==> src/rtl/axi_log_drain.sv <==
// axi_log_drain: reads NumEntries log entries out of the logger BRAM
// (WPE 32-bit words per entry, 16-byte stride), streams them over
// AXI-Stream through a 2-entry skid FIFO, then pulses Clear/Done.
//
// Optional feature: define AXI_LOG_DRAIN_AUTO_EN to start a full-depth
// drain on a rising edge of Full_SI seen in IDLE.
//
// Ports:
//   Clk_CI, Rst_RBI          clock, async active-low reset
//   Start_SI, NumEntries_DI  drain request and entry count (IDLE only)
//   Full_SI                  logger full status
//   Clear_SO, Done_SO        one-cycle completion pulses
//   Busy_SO                  not IDLE
//   BramEn_SO, BramAddr_SO   BRAM read port, BramRd_DI valid one cycle later
//   TData_DO/TValid_SO/TReady_SI/TLast_SO  output stream
module axi_log_drain #(
  parameter int unsigned AXI_ADDR_BITW   = 32,
  parameter int unsigned NUM_LOG_ENTRIES = 16384
) (
  input  logic                               Clk_CI,
  input  logic                               Rst_RBI,
  input  logic                               Start_SI,
  input  logic [$clog2(NUM_LOG_ENTRIES):0]   NumEntries_DI,
  input  logic                               Full_SI,
  output logic                               Clear_SO,
  output logic                               Busy_SO,
  output logic                               Done_SO,
  output logic                               BramEn_SO,
  output logic [$clog2(NUM_LOG_ENTRIES)+3:0] BramAddr_SO,
  input  logic [31:0]                        BramRd_DI,
  output logic [31:0]                        TData_DO,
  output logic                               TValid_SO,
  input  logic                               TReady_SI,
  output logic                               TLast_SO
);
  localparam int unsigned WPE            = (AXI_ADDR_BITW == 32) ? 3 : 4;
  localparam int unsigned CNT_BITW       = $clog2(NUM_LOG_ENTRIES);
  localparam int unsigned BRAM_ADDR_BITW = CNT_BITW + 4;
  localparam int unsigned BEAT_BITW      = CNT_BITW + 3;
  localparam int unsigned DW             = 32;
  localparam logic [CNT_BITW:0] MAX_N    = (CNT_BITW+1)'(NUM_LOG_ENTRIES);

  typedef enum logic [1:0] {IDLE, DRAIN, CLEAR} state_e;

  state_e                    state_q, state_d;
  logic [CNT_BITW:0]         n_q, n_d, rd_entry_q, rd_entry_d;
  logic [1:0]                rd_word_q, rd_word_d;
  logic [BEAT_BITW-1:0]      beat_q, beat_d, last_q, last_d;
  logic                      en_q, en_d, rvalid_q;
  logic [BRAM_ADDR_BITW-1:0] addr_q, addr_d;
  logic                      busy_q, clear_q, clear_d;
  logic [DW-1:0]             fifo_q [2];
  logic                      wr_ptr_q, rd_ptr_q;
  logic [1:0]                cnt_q, cnt_d;

  logic                      auto_c, go_c, pop_c, push_c, fifo_pop_c, room_c;
  logic                      tvalid_c, tlast_c;
  logic [DW-1:0]             tdata_c;
  logic [CNT_BITW:0]         n_sat_c, n_req_c;

`ifdef AXI_LOG_DRAIN_AUTO_EN
  logic full_q;

  // Edge detector for the logger full flag
  always_ff @(posedge Clk_CI or negedge Rst_RBI) begin
    if (!Rst_RBI) full_q <= 1'b0;
    else          full_q <= Full_SI;
  end

  assign auto_c = Full_SI && !full_q;
`else
  logic full_unused;
  assign full_unused = Full_SI;
  assign auto_c      = 1'b0;
`endif

  assign n_sat_c = (NumEntries_DI > MAX_N) ? MAX_N : NumEntries_DI;
  assign go_c    = Start_SI || auto_c;
  assign n_req_c = auto_c ? MAX_N : n_sat_c;

  // Stream view: FIFO head if any, else the word arriving from BRAM this cycle
  assign tvalid_c   = (cnt_q != 2'd0) || rvalid_q;
  assign tdata_c    = (cnt_q != 2'd0) ? fifo_q[rd_ptr_q] : (rvalid_q ? BramRd_DI : '0);
  assign tlast_c    = tvalid_c && (beat_q == last_q);
  assign pop_c      = tvalid_c && TReady_SI;
  assign fifo_pop_c = pop_c && (cnt_q != 2'd0);
  assign push_c     = rvalid_q && !((cnt_q == 2'd0) && pop_c);
  assign cnt_d      = cnt_q + 2'(push_c) - 2'(fifo_pop_c);
  // Reads in flight include the one issued now (en_q) and the one landing now
  assign room_c     = (3'(cnt_q) + 3'(rvalid_q) + 3'(en_q) - 3'(pop_c)) < 3'd2;

  // Next-state and read-issue logic
  always_comb begin
    state_d    = state_q;
    n_d        = n_q;
    rd_entry_d = rd_entry_q;
    rd_word_d  = rd_word_q;
    beat_d     = beat_q;
    last_d     = last_q;
    en_d       = 1'b0;
    addr_d     = addr_q;
    clear_d    = 1'b0;
    unique case (state_q)
      IDLE: begin
        if (go_c) begin
          if (n_req_c == '0) begin
            state_d = CLEAR;
            clear_d = 1'b1;
          end else begin
            // Word 0 of entry 0 is issued on the start edge to meet first-beat latency
            state_d    = DRAIN;
            n_d        = n_req_c;
            last_d     = BEAT_BITW'(n_req_c) * BEAT_BITW'(WPE) - BEAT_BITW'(1);
            beat_d     = '0;
            en_d       = 1'b1;
            addr_d     = '0;
            rd_entry_d = '0;
            rd_word_d  = 2'd1;
          end
        end
      end
      DRAIN: begin
        if ((rd_entry_q != n_q) && room_c) begin
          en_d   = 1'b1;
          addr_d = {rd_entry_q[CNT_BITW-1:0], rd_word_q, 2'b00};
          if (rd_word_q == 2'(WPE-1)) begin
            rd_word_d  = 2'd0;
            rd_entry_d = rd_entry_q + (CNT_BITW+1)'(1);
          end else begin
            rd_word_d  = rd_word_q + 2'd1;
          end
        end
        if (pop_c) begin
          beat_d = beat_q + BEAT_BITW'(1);
          if (tlast_c) begin
            state_d = CLEAR;
            clear_d = 1'b1;
          end
        end
      end
      CLEAR:   state_d = IDLE;
      default: state_d = IDLE;
    endcase
  end

  // State, counters and registered control outputs
  always_ff @(posedge Clk_CI or negedge Rst_RBI) begin
    if (!Rst_RBI) begin
      state_q    <= IDLE;
      n_q        <= '0;
      rd_entry_q <= '0;
      rd_word_q  <= '0;
      beat_q     <= '0;
      last_q     <= '0;
      en_q       <= 1'b0;
      addr_q     <= '0;
      busy_q     <= 1'b0;
      clear_q    <= 1'b0;
    end else begin
      state_q    <= state_d;
      n_q        <= n_d;
      rd_entry_q <= rd_entry_d;
      rd_word_q  <= rd_word_d;
      beat_q     <= beat_d;
      last_q     <= last_d;
      en_q       <= en_d;
      addr_q     <= addr_d;
      busy_q     <= (state_d != IDLE);
      clear_q    <= clear_d;
    end
  end

  // Read-data FIFO
  always_ff @(posedge Clk_CI or negedge Rst_RBI) begin
    if (!Rst_RBI) begin
      fifo_q[0] <= '0;
      fifo_q[1] <= '0;
      wr_ptr_q  <= 1'b0;
      rd_ptr_q  <= 1'b0;
      cnt_q     <= '0;
      rvalid_q  <= 1'b0;
    end else begin
      rvalid_q <= en_q;
      if (push_c) begin
        fifo_q[wr_ptr_q] <= BramRd_DI;
        wr_ptr_q         <= ~wr_ptr_q;
      end
      if (fifo_pop_c) rd_ptr_q <= ~rd_ptr_q;
      cnt_q <= cnt_d;
    end
  end

  assign Clear_SO    = clear_q;
  assign Done_SO     = clear_q;
  assign Busy_SO     = busy_q;
  assign BramEn_SO   = en_q;
  assign BramAddr_SO = addr_q;
  assign TData_DO    = tdata_c;
  assign TValid_SO   = tvalid_c;
  assign TLast_SO    = tlast_c;

endmodule

==> config.mk <==
export PLATFORM = sky130hd
export DESIGN_NAME = axi_log_drain
export DESIGN_NICKNAME = d
export VERILOG_FILES = /design/src/rtl/axi_log_drain.sv
export SDC_FILE = /design/constraint.sdc
export NUM_CORES = 1
export LEC_CHECK = 0
export ABC_AREA = 1
export CAP_MARGIN = 20
export CORE_UTILIZATION = 51
export CTS_CLUSTER_SIZE = 10
export DETAILED_ROUTE_END_ITERATION = 12
export GPL_ROUTABILITY_DRIVEN = 0
export PLACE_DENSITY = 0.77
export SLEW_MARGIN = 10
export SYNTH_ARGS = -nofsm -noshare
export SYNTH_HDL_FRONTEND = slang
export SYNTH_SLANG_ARGS = --single-unit
export TNS_END_PERCENT = 50
==> constraint.sdc <==
create_clock -name Clk_CI -period 2.53 [get_ports Clk_CI]
set_clock_uncertainty 0.1 [all_clocks]
set_input_delay 0.3795 -clock Clk_CI [delete_from_list [all_inputs] [get_ports Clk_CI]]
set_output_delay 0.3795 -clock Clk_CI [all_outputs]
set_load 0.02 [all_outputs]
# Yosys cells after proc, flatten, opt, wreduce, memory -nomap -nowiden
# Cells that the tools add are included.
totals:
  output_inout_bits: 56
  ff_bits: 158
  word_cells: 105
classes:
  add_sub_neg: 9
  eq_ne: 9
  n_bitwise: 5
  n_lt_le_gt_ge: 5
  n_reduce_logical: 19
  mul: 1
  muxes: 41
op_table:
  columns: ["operator", "n"]
  rows:
  - ["$mux 32", 6]
  - ["$mux 15", 5]
  - ["$bwmux 64", 1]
  - ["$mux 18", 3]
  - ["$mux 17", 3]
  - ["$pmux 18 s2", 1]
  - ["$pmux 17 s2", 1]
  - ["$demux 32 s1", 1]
  - ["$pmux 15 s2", 1]
  - ["$add 17x1->17 const B", 1]
  - ["$eq 17x17->1", 1]
  - ["$mul 15x2->17 const B", 1]
  - ["$sub 17x1->17 const B", 1]
  - ["$mux 2", 8]
  - ["$add 15x1->15 const B", 1]
  - ["$gt 15x15->1 const B", 1]
  - ["$logic_not 15->1", 1]
  - ["$ne 15x15->1", 1]
  - ["$ne 2x2->1 const B", 5]
  - ["$pmux 2 s2", 2]
  - ["$reduce_and 4->1", 2]
  - ["$logic_and 1x1->1", 7]
  - ["$mux 1", 7]
  - ["$reduce_bool 2->1", 3]
  - ["19 further kinds", 25]

# Longest topological paths before layout
# Gate-level depths: netlist (run 1).
depth:
  depth_word: 8
  depth_mapped: 19
  depth_no_buf: 18

# Worst setup path after synthesis (run 1)
# No wires, ideal clock.
synth_path:
  path_kind: "input port to flip-flop"
  start: "input NumEntries_DI[0]"
  end: "register last_q[13]"
  arrival_time_ps: 2641
  path_stages: 17
  t_required_ps: 2313
  slack_ps: -329
  path_buffers: 1
  cell_sequence: "or2_1 -> nor2_1 -> nand2_1 -> nand2_2 -> buf_2 -> nand2_1 -> ha_1 -> inv_1 -> ha_1 -> a21oi_1 -> inv_1 -> a31oi_1 -> nor2_1 -> nor3_1 -> nand3_1 -> nand3_1 -> nand2_1"
synth_via:
  elab_chain_len: 5
synth_lines:
  columns: ["item", "line", "text"]
  rows:
  - ["start: declaration", "23", "input logic [$clog2(NUM_LOG_ENTRIES):0] NumEntries_DI,"]
  - ["$gt 15x15->1", "77", "assign n_sat_c = (NumEntries_DI > MAX_N) ? MAX_N : NumEntries_DI;"]
  - ["$mux 15 *", "77", null]
  - ["parallel branches: the longest is 3 deep, another holds $mul 15x2->17", null, null]
  - ["end signal: assignment", "165", "last_q <= last_d;"]
  - ["end: declaration", "48", "logic [BEAT_BITW-1:0] beat_q, beat_d, last_q, last_d;"]
# Every way passes the cells marked *.
# A chain may end at the register's enable or synchronous reset.

# Final worst setup path (run 1)
layout_path:
  start: "register cnt_q[0]"
  end: "register rd_entry_q[3]"
layout_via:
  elab_chain_len: 8
layout_lines:
  columns: ["item", "line", "text"]
  rows:
  - ["start: declaration", "54", "logic [1:0] cnt_q, cnt_d;"]
  - ["start signal: assignment", "189", "cnt_q <= cnt_d;"]
  - ["parallel branches: the longest is 3 deep, another holds $add 2x1->3", null, null]
  - ["$sub 3x1->3 *", "90", "assign room_c = (3'(cnt_q) + 3'(rvalid_q) + 3'(en_q) - 3'(pop_c)) < 3'd2;"]
  - ["$lt 3x2->1 *", "90", null]
  - ["$logic_and 1x1->1 *", "123", "if ((rd_entry_q != n_q) && room_c) begin"]
  - ["$ne 2x2->1 (no source line) *", null, null]
  - ["$reduce_and 5->1 (no source line) *", null, null]
  - ["end signal: assignment", "162", "rd_entry_q <= rd_entry_d;"]
  - ["end: declaration", "46", "logic [CNT_BITW:0] n_q, n_d, rd_entry_q, rd_entry_d;"]
# Marked as above.

==> flow_summary.yaml, run 1 <==
floorplan:
  die_h_um: 134
  die_w_um: 134
  die_area_um2: 18000
  rows: 47
  start_util_pct: 53.0
  core_area_um2: 16800
  ios: 108
global_routing:
  grt_pass1_vias: 8100
  antenna_found_initial: 0
  grt_first_pass_wirelength_um: 39400
  use_met3_pct: 4.50
  grt.total_usage_pct: 27.5
  use_met1_pct: 36.8
  grt-busiest-layer: "met2"
  grt_max_degree: 65
  overflow: 0
  use_met2_pct: 45.9
routing:
  vias: 8529
  vias_per_cell: 5.49
  drc: 0
  wl_per_cell_um: 16.1
  dr.pass1.iters: 7
  finalWirelength_um: 25100
  drtAntennaViolNets: 0
  drt-initial-drc-count: 703
yosys:
  seq_area_frac_synth_pct: 43.8
  synth_top_area_share_pct: 43.8
  synth_area_leaders: "dfrtp_1 (44%), nand2_1 (12%), o21ai_0 (5.7%)"
  avgSynthCellArea_um2: 7.88
  synthCells: 1131
  synth.mux.area_fraction_pct: 0.126
  synth_top_family_by_area: "simple AND/OR/NAND/NOR gates"
  synthAdderAreaFrac_pct: 5.42
  synth_xor_area_share_pct: 5.01
  synth_compound_area_share_pct: 12.0
  synth.ff_latch_count: 156
  yosysWarningCount: 0
  synth_area_leader_cell: "dfrtp_1"
  yosys.area_share.simple_pct: 25.1
  synth_cell_types: 47
  netlist_area_um2: 8910
layout:
  num_antenna_cells: 0
  area_delta_synth_final_pct: 37.8
  nets: 1410
  final_layout_size_suffix_gt1_share_pct: 26.4
  fill_cells: 1188
sta:
  post-route-min-period_ns: 2.76
  fin_tns_setup_ns: -6.15
  timing.final.crit_share_pct: 109
  worstMarginPinSlew_ns: 0.555
  rsz0062_at_grt: "yes"
  layout_setup_ws_ns: -0.235
  max_freq_mhz: 362
  slew_violations: 0
  slew_headroom_pct: 62.7
  setup_violations: 34
  hold_viol_final: 0
  hold_ws_ns: 0.346
worst_setup_path:
  path_delay_family: "adder cells"
  worstRegToRegCells: 14
  r2r-start: "cnt_q[0]"
  crit_fanout: 5
  critPathMaxStageDelay_ns: 0.42
  arrival_ns: 3.01
  worst-path-buf-inv: 2
  critPathMostFrequentCell: "ha_4"
  slowest_stage: "dfrtp_1"
  reg2reg_to: "rd_entry_q[3]"
  r2r_slack_ns: -0.23
  worstSetupPathType: "flip-flop to flip-flop"
  crit_end: "rd_entry_q[3]"
  cp-start-kind: "flip-flop"
  crit_path_end_kind: "flip-flop"
  crit_cells: 14
  required_ns: 2.78
  startpoint: "cnt_q[0]"
  path_cells: "nor2_4 > a21oi_4 > ha_4 > inv_2 > ha_4 > a21o_1 > fa_2 > xnor2_2 > nor2_2 > nand3_2 > nand2_4 > clkbuf_16 > nand2_2 > o21ai_1"
outcome:
  outcome: "finished, violations left"
  violations: "negative setup slack"
clock_network:
  clockBufferDepth: 2
  cts_made_buffers: 17
  tritoncts: "done"
  h-tree-depth: 4
  clkSinkCount: 156
  cts-root-buf: "clkbuf_16"
  clk_pin_slew_ns: 0.06
  clkLatencyLatePin_ns: 0.43
power_and_ir_drop:
  peakVddDrop_mv: 0.647
  p_total_uw: 13900
  power.density_nw_per_um2: 1130
  power_leakage_uw: 0.00596
flow_run:
  cap_violations: 0
placed_design:
  dp_hpwl_um: 16200
  place.port_buffers: 104
min_path:
  whs_path_depth: 4
  min_path_type: "input port to flip-flop"
  hp-start: "NumEntries_DI[0]"
## placed cells by master, fill, tap and decap left out, types with 5 or more instances in the layout
| cell | instances |
|---|---|
| nand2_1 | 244 |
| dfrtp_1 | 156 |
| nor2_1 | 108 |
| buf_4 | 106 |
| inv_1 | 95 |
| o21ai_0 | 93 |
| clkdlybuf4s50_1 | 53 |
| nand3_1 | 51 |
| o32ai_1 | 32 |
| xor2_1 | 26 |
| inv_2 | 24 |
| clkdlybuf4s15_2 | 24 |
| nand4_1 | 23 |
| xnor2_1 | 23 |
| ha_4 | 21 |
| nand2_2 | 18 |
| clkbuf_16 | 18 |
| ha_1 | 16 |
| nand2_4 | 15 |
| nor2_2 | 13 |
| nor3_1 | 12 |
| o21ai_1 | 12 |
| clkbuf_2 | 12 |
| a21oi_1 | 11 |
| nand3_2 | 9 |
| buf_2 | 9 |
| a21oi_2 | 8 |
| buf_12 | 8 |
| buf_6 | 6 |
| or2_2 | 5 |
| o21ai_2 | 5 |
| nor3_2 | 5 |
## registers in the layout (all words and copies together), names as in the netlist
name / count
fifo_q: 64
beat_q: 17
last_q: 17
BramAddr_SO: 16
n_q: 15
rd_entry_q: 15
cnt_q: 2
rd_word_q: 2
state_q: 2
BramEn_SO: 1
Busy_SO: 1
Clear_SO: 1
rd_ptr_q: 1
rvalid_q: 1
wr_ptr_q: 1
## final cells by class
class | count | area (um2) | area share (%)
Multi-Input combinational cell | 797 | 4970 | 40.5
Sequential cell | 156 | 3900 | 31.8
Timing Repair Buffer | 226 | 2070 | 16.8
Inverter | 122 | 465 | 3.79
Clock buffer | 18 | 439 | 3.58
Tap cell | 220 | 275 | 2.24
Clock inverter | 14 | 155 | 1.26
## per-stage QoR
stage                     util, %  area (um2)  instances  setup WS, ns
after detailed placement     65.7       11000       1501        -0.832
after CTS                    70.5       11900       1541        -0.222
final                        73.0       12300       1553        -0.235
after global routing         73.0       12300       1553        -0.305
after global placement       65.7       11000       1501        -0.757
after floorplan                 -        9210       1132        -0.189
## tightest hold or removal path, stage by stage
cell,delay [ns]
buf_6,0.09
buf_4,0.13
nand2_1,0.11
o21ai_0,0.10
## timing repair
item	CTS	global route
resized for setup	195	121
setup buffers	4	11
cloned	3	1
setup endpoints to repair	114	99
hold buffers	1	0
hold endpoints to repair	55	0
pin swaps	36	60
## synth_stat cells (all sizes together)
cell type	instances
dfrtp	156
nand4	23
a31oi	1
nor2	125
a21oi	21
nand2	280
a21boi	1
o32ai	32
buf	26
o211ai	1
ha	37
nor3	18
o21bai	3
or2	8
o211a	1
o31ai	4
xor2	26
nor2b	1
o21a	2
inv	122
nor4	6
nor3b	2
and2	2
xnor2	25
o21ai	110
fa	1
nand3	60
clkbuf	32
a21o	3
mux2	1
conb	1
## how the worst min path moves through the flow
stage | slack, ns | end
floorplan | -0.02 | BramAddr_SO[10]
global placement | 0.28 | BramAddr_SO[10]
detailed placement | 0.29 | fifo_q[42]
CTS | 0.33 | rvalid_q
global route | 0.33 | n_q[0]
finish | 0.35 | n_q[0]
## report_power, final
part / internal, uW / switching [uW] / total (uW)
logic: 3080 / 4050 / 7130
registers: 3450 / 747 / 4200
clock network: 1500 / 1080 / 2580
## layer usage
metal	up-vias	routed length, um	share of wire (%)
li1	4074	-	-
met1	4072	10700	43
met2	330	12400	49
met3	53	1450	5.8
met4	0	535	2.1
met5	-	0	0
## logic make-up (layout without fill, tap and decap cells)
kind of cell,after synthesis,in the layout
simple gates,525,526
buf+inv,180,380
compound gates,179,179
flops,156,156
xor+xnor,51,51
fa+ha+maj,38,38
other cells,1,2
mux,1,1
(Power assumes the default switching activity.)
==> inputs of run 2 (changes only) <==
--- a/config.mk
+++ b/config.mk
@@ -7,11 +7,13 @@
 export LEC_CHECK = 0
 export ABC_AREA = 1
 export CAP_MARGIN = 20
+export CORE_ASPECT_RATIO = 2
 export CORE_UTILIZATION = 51
 export CTS_CLUSTER_SIZE = 10
 export DETAILED_ROUTE_END_ITERATION = 12
 export GPL_ROUTABILITY_DRIVEN = 0
 export PLACE_DENSITY = 0.77
+export REMOVE_ABC_BUFFERS = 1
 export SLEW_MARGIN = 10
 export SYNTH_ARGS = -nofsm -noshare
 export SYNTH_HDL_FRONTEND = slang
==> run 2 against run 1 <==
Against the previous run:
- the flow still finishes with violations (negative setup slack)
- critical path depth increased by 1
- register-to-register slack about the same
- power grew 6.8%
- die area up 0.18%
- critical endpoint is now BramAddr_SO[6]
==> flow_summary.yaml, run 2 (same netlist as run 1, synthesis figures left out) <==
sta:
  slew_headroom_pct: 56.9
  rsz0062_at_grt: "yes"
  slew_violations: 0
  hold_viol_final: 0
  post-route-min-period_ns: 2.75
  max_freq_mhz: 364
  fin_tns_setup_ns: -6.52
  setup_violations: 38
  worstMarginPinSlew_ns: 0.647
  timing.final.crit_share_pct: 109
  layout_setup_ws_ns: -0.221
layout:
  final_layout_size_suffix_gt1_share_pct: 28.9
  design_area_um2: 12400
  num_antenna_cells: 0
  final_util_pct: 72.4
  largest_reg_flops: 64
  top_regs: "fifo_q x64, beat_q x17, last_q x17"
  nets: 1418
  top_register: "fifo_q"
  fill_cells: 1223
  mostFrequentLayoutCells: "nand2_1 (219), dfrtp_1 (156), buf_4 (117)"
  layout_commonest_cell: "nand2_1"
  area_delta_synth_final_pct: 39.6
worst_setup_path:
  r2r_slack_ns: -0.22
  slowest_stage: "dfrtp_1"
  crit_path_end_kind: "flip-flop"
  required_ns: 2.75
  r2r-start: "cnt_q[0]"
  path_cells: "nor2_4 > a21oi_4 > ha_4 > inv_2 > ha_4 > a21o_1 > fa_2 > xnor2_2 > nor2_4 > nand3_2 > nand2_4 > buf_12 > inv_8 > nand2_2 > nand2_2"
  critPathMaxStageDelay_ns: 0.42
  cp-start-kind: "flip-flop"
  worstRegToRegCells: 15
  worstSetupPathType: "flip-flop to flip-flop"
  crit_fanout: 5
  arrival_ns: 2.97
  reg2reg_to: "BramAddr_SO[6]"
power_and_ir_drop:
  power_leakage_uw: 0.00605
  p_total_uw: 14800
  power.density_nw_per_um2: 1190
  peakVddDrop_mv: 0.591
clock_network:
  clockBufferDepth: 2
  clk_pin_slew_ns: 0.07
  cts_made_buffers: 17
  h-tree-depth: 4
  clkSinkCount: 156
  tritoncts: "done"
  cts-root-buf: "clkbuf_16"
  clkLatencyLatePin_ns: 0.43
global_routing:
  overflow: 0
  antenna_found_initial: 0
  grt_first_pass_wirelength_um: 41700
  grt_pass1_vias: 8604
  grt_max_degree: 68
  grt.total_usage_pct: 30.1
floorplan:
  start_util_pct: 51.9
  die_area_um2: 18000
  die_h_um: 189
  rows: 68
  die_w_um: 95.5
  ios: 108
  core_area_um2: 17200
routing:
  finalWirelength_um: 27400
  drtAntennaViolNets: 0
  dr.pass1.iters: 5
  drt-initial-drc-count: 588
  drc: 0
  vias_per_cell: 5.63
  wl_per_cell_um: 17.7
  vias: 8729
min_path:
  min_to: "n_q[8]"
  whs_path_depth: 4
  min_path_type: "input port to flip-flop"
  hp-start: "NumEntries_DI[8]"
outcome:
  violations: "negative setup slack"
  outcome: "finished, violations left"
placed_design:
  place_area_um2: 10800
  pre_cts_slack_ns: -0.958
  place.port_buffers: 104
  dp_hpwl_um: 17700
flow_run:
  cap_violations: 0
[run 2: cell count changes in the layout (fill, tap and decap cells not counted), sizes merged]
cell           change
buf               +27
bufbuf             -1
dlymetal6s2s       -1
inv                +1
bufinv             -2
clkdlybuf4s15     -22
clkdlybuf4s50      +1
clkinvlp           +2
clkinv             +1
clkbuf             +3
dlygate4sd2        -1
[run 2: final cells by class]
class / instances / area (um2) / share of cell area (%)
clock buffer: 18 / 439 / 3.53
clock inverter: 14 / 110 / 0.885
inverter: 122 / 479 / 3.85
multi-input combinational: 797 / 5170 / 41.6
sequential: 156 / 3900 / 31.4
tap: 210 / 263 / 2.11
timing repair buffer: 232 / 2050 / 16.4
timing repair inverter: 2 / 31.3 / 0.251
[run 2: timing repair]
item	in CTS	in global routing
setup buffers	15	5
pin swaps	65	51
hold endpoints to repair	62	0
gates cloned	4	3
resized for setup	302	148
hold buffers	1	0
setup endpoints to repair	116	104
[run 2: where the power goes]
part,switching [uW],total (uW),internal [uW]
registers,767,4220,3450
logic,4680,8220,3540
clock network,1100,2400,1300
[run 2: stage by stage]
stage	hold slack, ns	instances
finish	0.331	1551
global route	0.337	1551
CTS	0.353	1543
detailed placement	0.307	1492
global placement	0.307	1492
floorplan	-0.0161	1074
[run 2: worst max path at each step]
stage | start | end | slack [ns] | cells past startpoint
6_report | cnt_q[0] | BramAddr_SO[6] | -0.22 | 15
5_1_grt | cnt_q[0] | rd_entry_q[1] | -0.37 | 15
3_5_place_dp | NumEntries_DI[0] | last_q[9] | -0.96 | 17
2_1_floorplan | cnt_q[1] | rd_entry_q[1] | -0.90 | 13
4_1_cts | cnt_q[1] | BramAddr_SO[6] | -0.19 | 15
3_3_place_gp | NumEntries_DI[0] | last_q[9] | -0.93 | 17
[run 2: routing by layer]
layer | vias to the layer above | wire length, um | global-route usage (%)
met3 | 130 | 1170 | 4.42
met2 | 363 | 15100 | 56.5
li1 | 4076 | - | -
met1 | 4160 | 9340 | 29.4
met5 | - | 0 | 0
met4 | 0 | 1760 | 18.7
[run 2: critical path, delay by kind of cell (launching register included)]
kind / cells / cell delay [ns]
XOR/XNOR: 1 / 0.15
buffers and inverters: 3 / 0.28
flip-flops: 1 / 0.42
adder cells (fa/ha/maj): 3 / 0.81
AO/OA/AOI/OAI: 2 / 0.24
AND/OR/NAND/NOR: 6 / 0.64
==> inputs of run 3 (changes only) <==
--- a/config.mk
+++ b/config.mk
@@ -8,11 +8,11 @@
 export ABC_AREA = 1
 export CAP_MARGIN = 20
 export CORE_ASPECT_RATIO = 2
-export CORE_UTILIZATION = 51
-export CTS_CLUSTER_SIZE = 10
+export CORE_UTILIZATION = 40
+export CTS_CLUSTER_DIAMETER = 150
+export CTS_CLUSTER_SIZE = 20
 export DETAILED_ROUTE_END_ITERATION = 12
 export GPL_ROUTABILITY_DRIVEN = 0
-export PLACE_DENSITY = 0.77
 export REMOVE_ABC_BUFFERS = 1
 export SLEW_MARGIN = 10
 export SYNTH_ARGS = -nofsm -noshare
==> run 3 against run 2 <==
Against the previous run:
- the flow still finishes with violations (negative setup slack)
- register-to-register slack hardly changed
- via count is 6.1% lower
- power down 6.9%
- clock power increased by 6%
- sequential share of layout area rose by 0.60 points
- worst setup slack lost 0.0098 ns
- sequential cell count did not move
==> flow_summary.yaml, run 3 (same netlist as run 1, synthesis figures left out) <==
routing:
  wl_per_cell_um: 15.8
  drtAntennaViolNets: 0
  drt-initial-drc-count: 383
  finalWirelength_um: 25500
  dr.pass1.iters: 5
  vias: 8198
  drc: 0
  vias_per_cell: 5.08
layout:
  final_cell_count_no_fill: 1615
  top_register: "fifo_q"
  nets: 1419
  layout_commonest_cell: "nand2_1"
  final_util_pct: 56.3
  area_delta_synth_final_pct: 36.9
  final_layout_size_suffix_gt1_share_pct: 25.5
  num_antenna_cells: 0
  fill_cells: 2003
  largest_reg_flops: 64
  mostFrequentLayoutCells: "nand2_1 (245), dfrtp_1 (156), nor2_1 (118)"
  top_regs: "fifo_q x64, beat_q x17, last_q x17"
floorplan:
  start_util_pct: 41.1
  ios: 108
  die_area_um2: 22900
  die_w_um: 108
  rows: 76
  core_area_um2: 21700
  die_h_um: 213
worst_setup_path:
  cp-start-kind: "flip-flop"
  required_ns: 2.80
  r2r_slack_ns: -0.23
  r2r-start: "cnt_q[0]"
  arrival_ns: 3.03
  worstRegToRegCells: 14
  critPathMaxStageDelay_ns: 0.41
  crit_fanout: 7
  crit_path_end_kind: "flip-flop"
  worstSetupPathType: "flip-flop to flip-flop"
  reg2reg_to: "BramAddr_SO[9]"
  slowest_stage: "dfrtp_1"
  path_cells: "nor2_4 > a21oi_4 > ha_1 > inv_1 > ha_1 > a21o_1 > fa_2 > xnor2_2 > nor2_4 > nand3_2 > nand2_4 > clkbuf_16 > nand3_2 > nand2_1"
power_and_ir_drop:
  pwr-share-clk_pct: 18.4
  power.density_nw_per_um2: 1130
  net-switching-power_uw: 5820
  swShare_pct: 42.1
  pwr-share-comb_pct: 51.6
  power_leakage_uw: 0.00602
  peakVddDrop_mv: 0.726
  p_int_uw: 8000
  p_total_uw: 13800
  pwr-share-seq_pct: 30.0
clock_network:
  cts_made_buffers: 17
  clockBufferDepth: 2
  cts-root-buf: "clkbuf_16"
  h-tree-depth: 4
  clkLatencyLatePin_ns: 0.43
  clk_pin_slew_ns: 0.06
  tritoncts: "done"
  clkSinkCount: 156
sta:
  setup_violations: 34
  hold_ws_ns: 0.325
  slew_violations: 0
  rsz0062_at_grt: "yes"
  max_freq_mhz: 362
  timing.final.crit_share_pct: 109
  hold_viol_final: 0
  layout_setup_ws_ns: -0.231
  post-route-min-period_ns: 2.76
  fin_tns_setup_ns: -6.49
global_routing:
  grt_max_degree: 65
  antenna_found_initial: 0
  grt_first_pass_wirelength_um: 40000
  overflow: 0
  grt_pass1_vias: 8258
  grt.total_usage_pct: 22.9
min_path:
  min_path_type: "flip-flop to flip-flop"
  whs_path_depth: 0
  min_to: "rvalid_q"
  hp-start: "BramEn_SO"
flow_run:
  cap_violations: 0
placed_design:
  dp_hpwl_um: 18500
  place.port_buffers: 104
  dp_cells: 1569
outcome:
  violations: "negative setup slack"
  outcome: "finished, violations left"
## run 3: cell types whose count changed in the layout (fill, tap and decap cells not counted), sizes merged
cell / change
dlygate4sd2: +1
bufinv: +2
clkdlybuf4s15: -2
clkinv: -4
buf: +6
inv: -5
clkbuf: +3
## run 3: worst max path at each step
| stage | cells after the start | from | to | slack [ns] |
|---|---|---|---|---|
| 2_1_floorplan | 13 | cnt_q[1] | rd_entry_q[1] | -0.90 |
| 3_3_place_gp | 18 | NumEntries_DI[0] | last_q[14] | -0.94 |
| 3_5_place_dp | 18 | NumEntries_DI[0] | last_q[14] | -0.97 |
| 4_1_cts | 14 | cnt_q[0] | rd_entry_q[6] | -0.25 |
| 5_1_grt | 14 | cnt_q[0] | rd_entry_q[6] | -0.38 |
| 6_report | 14 | cnt_q[0] | BramAddr_SO[9] | -0.23 |
## run 3: power groups by stage
stage               combinational (uW)  sequential [uW]  clock, uW
finish                            7130             4150       2540
global route                      7860             4260       2700
CTS                               6720             4130       2600
detailed placement                6730             4160          0
global placement                  6670             4130          0
floorplan                         3740             4160          0
## run 3: layer usage
layer | wire (um) | vias up | track usage, %
met5 | 0 | - | 0
met1 | 9110 | 3834 | 22.4
met2 | 14000 | 202 | 43.3
met4 | 1630 | 0 | 15.2
li1 | - | 4081 | -
met3 | 809 | 81 | 3.45
## run 3: timing repair
item,in CTS,in global routing
endpoints found under the hold margin,47,0
endpoints found under the setup margin,111,67
setup buffers,4,4
gates resized for setup,273,95
pin swaps,42,47
hold buffers,1,0
cloned,2,3
## run 3: through the flow
stage	worst slack (ns)	cell area, um2
3_5_place_dp	-0.971	11000
5_1_grt	-0.384	12200
2_1_floorplan	-0.896	8610
6_report	-0.231	12200
3_3_place_gp	-0.937	11000
4_1_cts	-0.247	11900
## run 3: area by class of cell
| cell class | instances | area, um2 | share of cell area, % |
|---|---|---|---|
| Sequential cell | 156 | 3900 | 32.0 |
| Inverter | 122 | 465 | 3.81 |
| Clock buffer | 23 | 478 | 3.92 |
| Multi-Input combinational cell | 797 | 4890 | 40.0 |
| Clock inverter | 9 | 110 | 0.902 |
| Tap cell | 273 | 342 | 2.80 |
| Timing Repair Buffer | 235 | 2020 | 16.6 |
## run 3: critical path, delay by kind of cell, from the launching register on
kind	cells	cell delay [ns]
DFF	1	0.41
AOI/OAI and AO/OA	2	0.23
and+or+nand+nor	6	0.69
buffers and inverters	2	0.23
adders and majority gates	3	0.89
xor gates and xnor gates	1	0.16
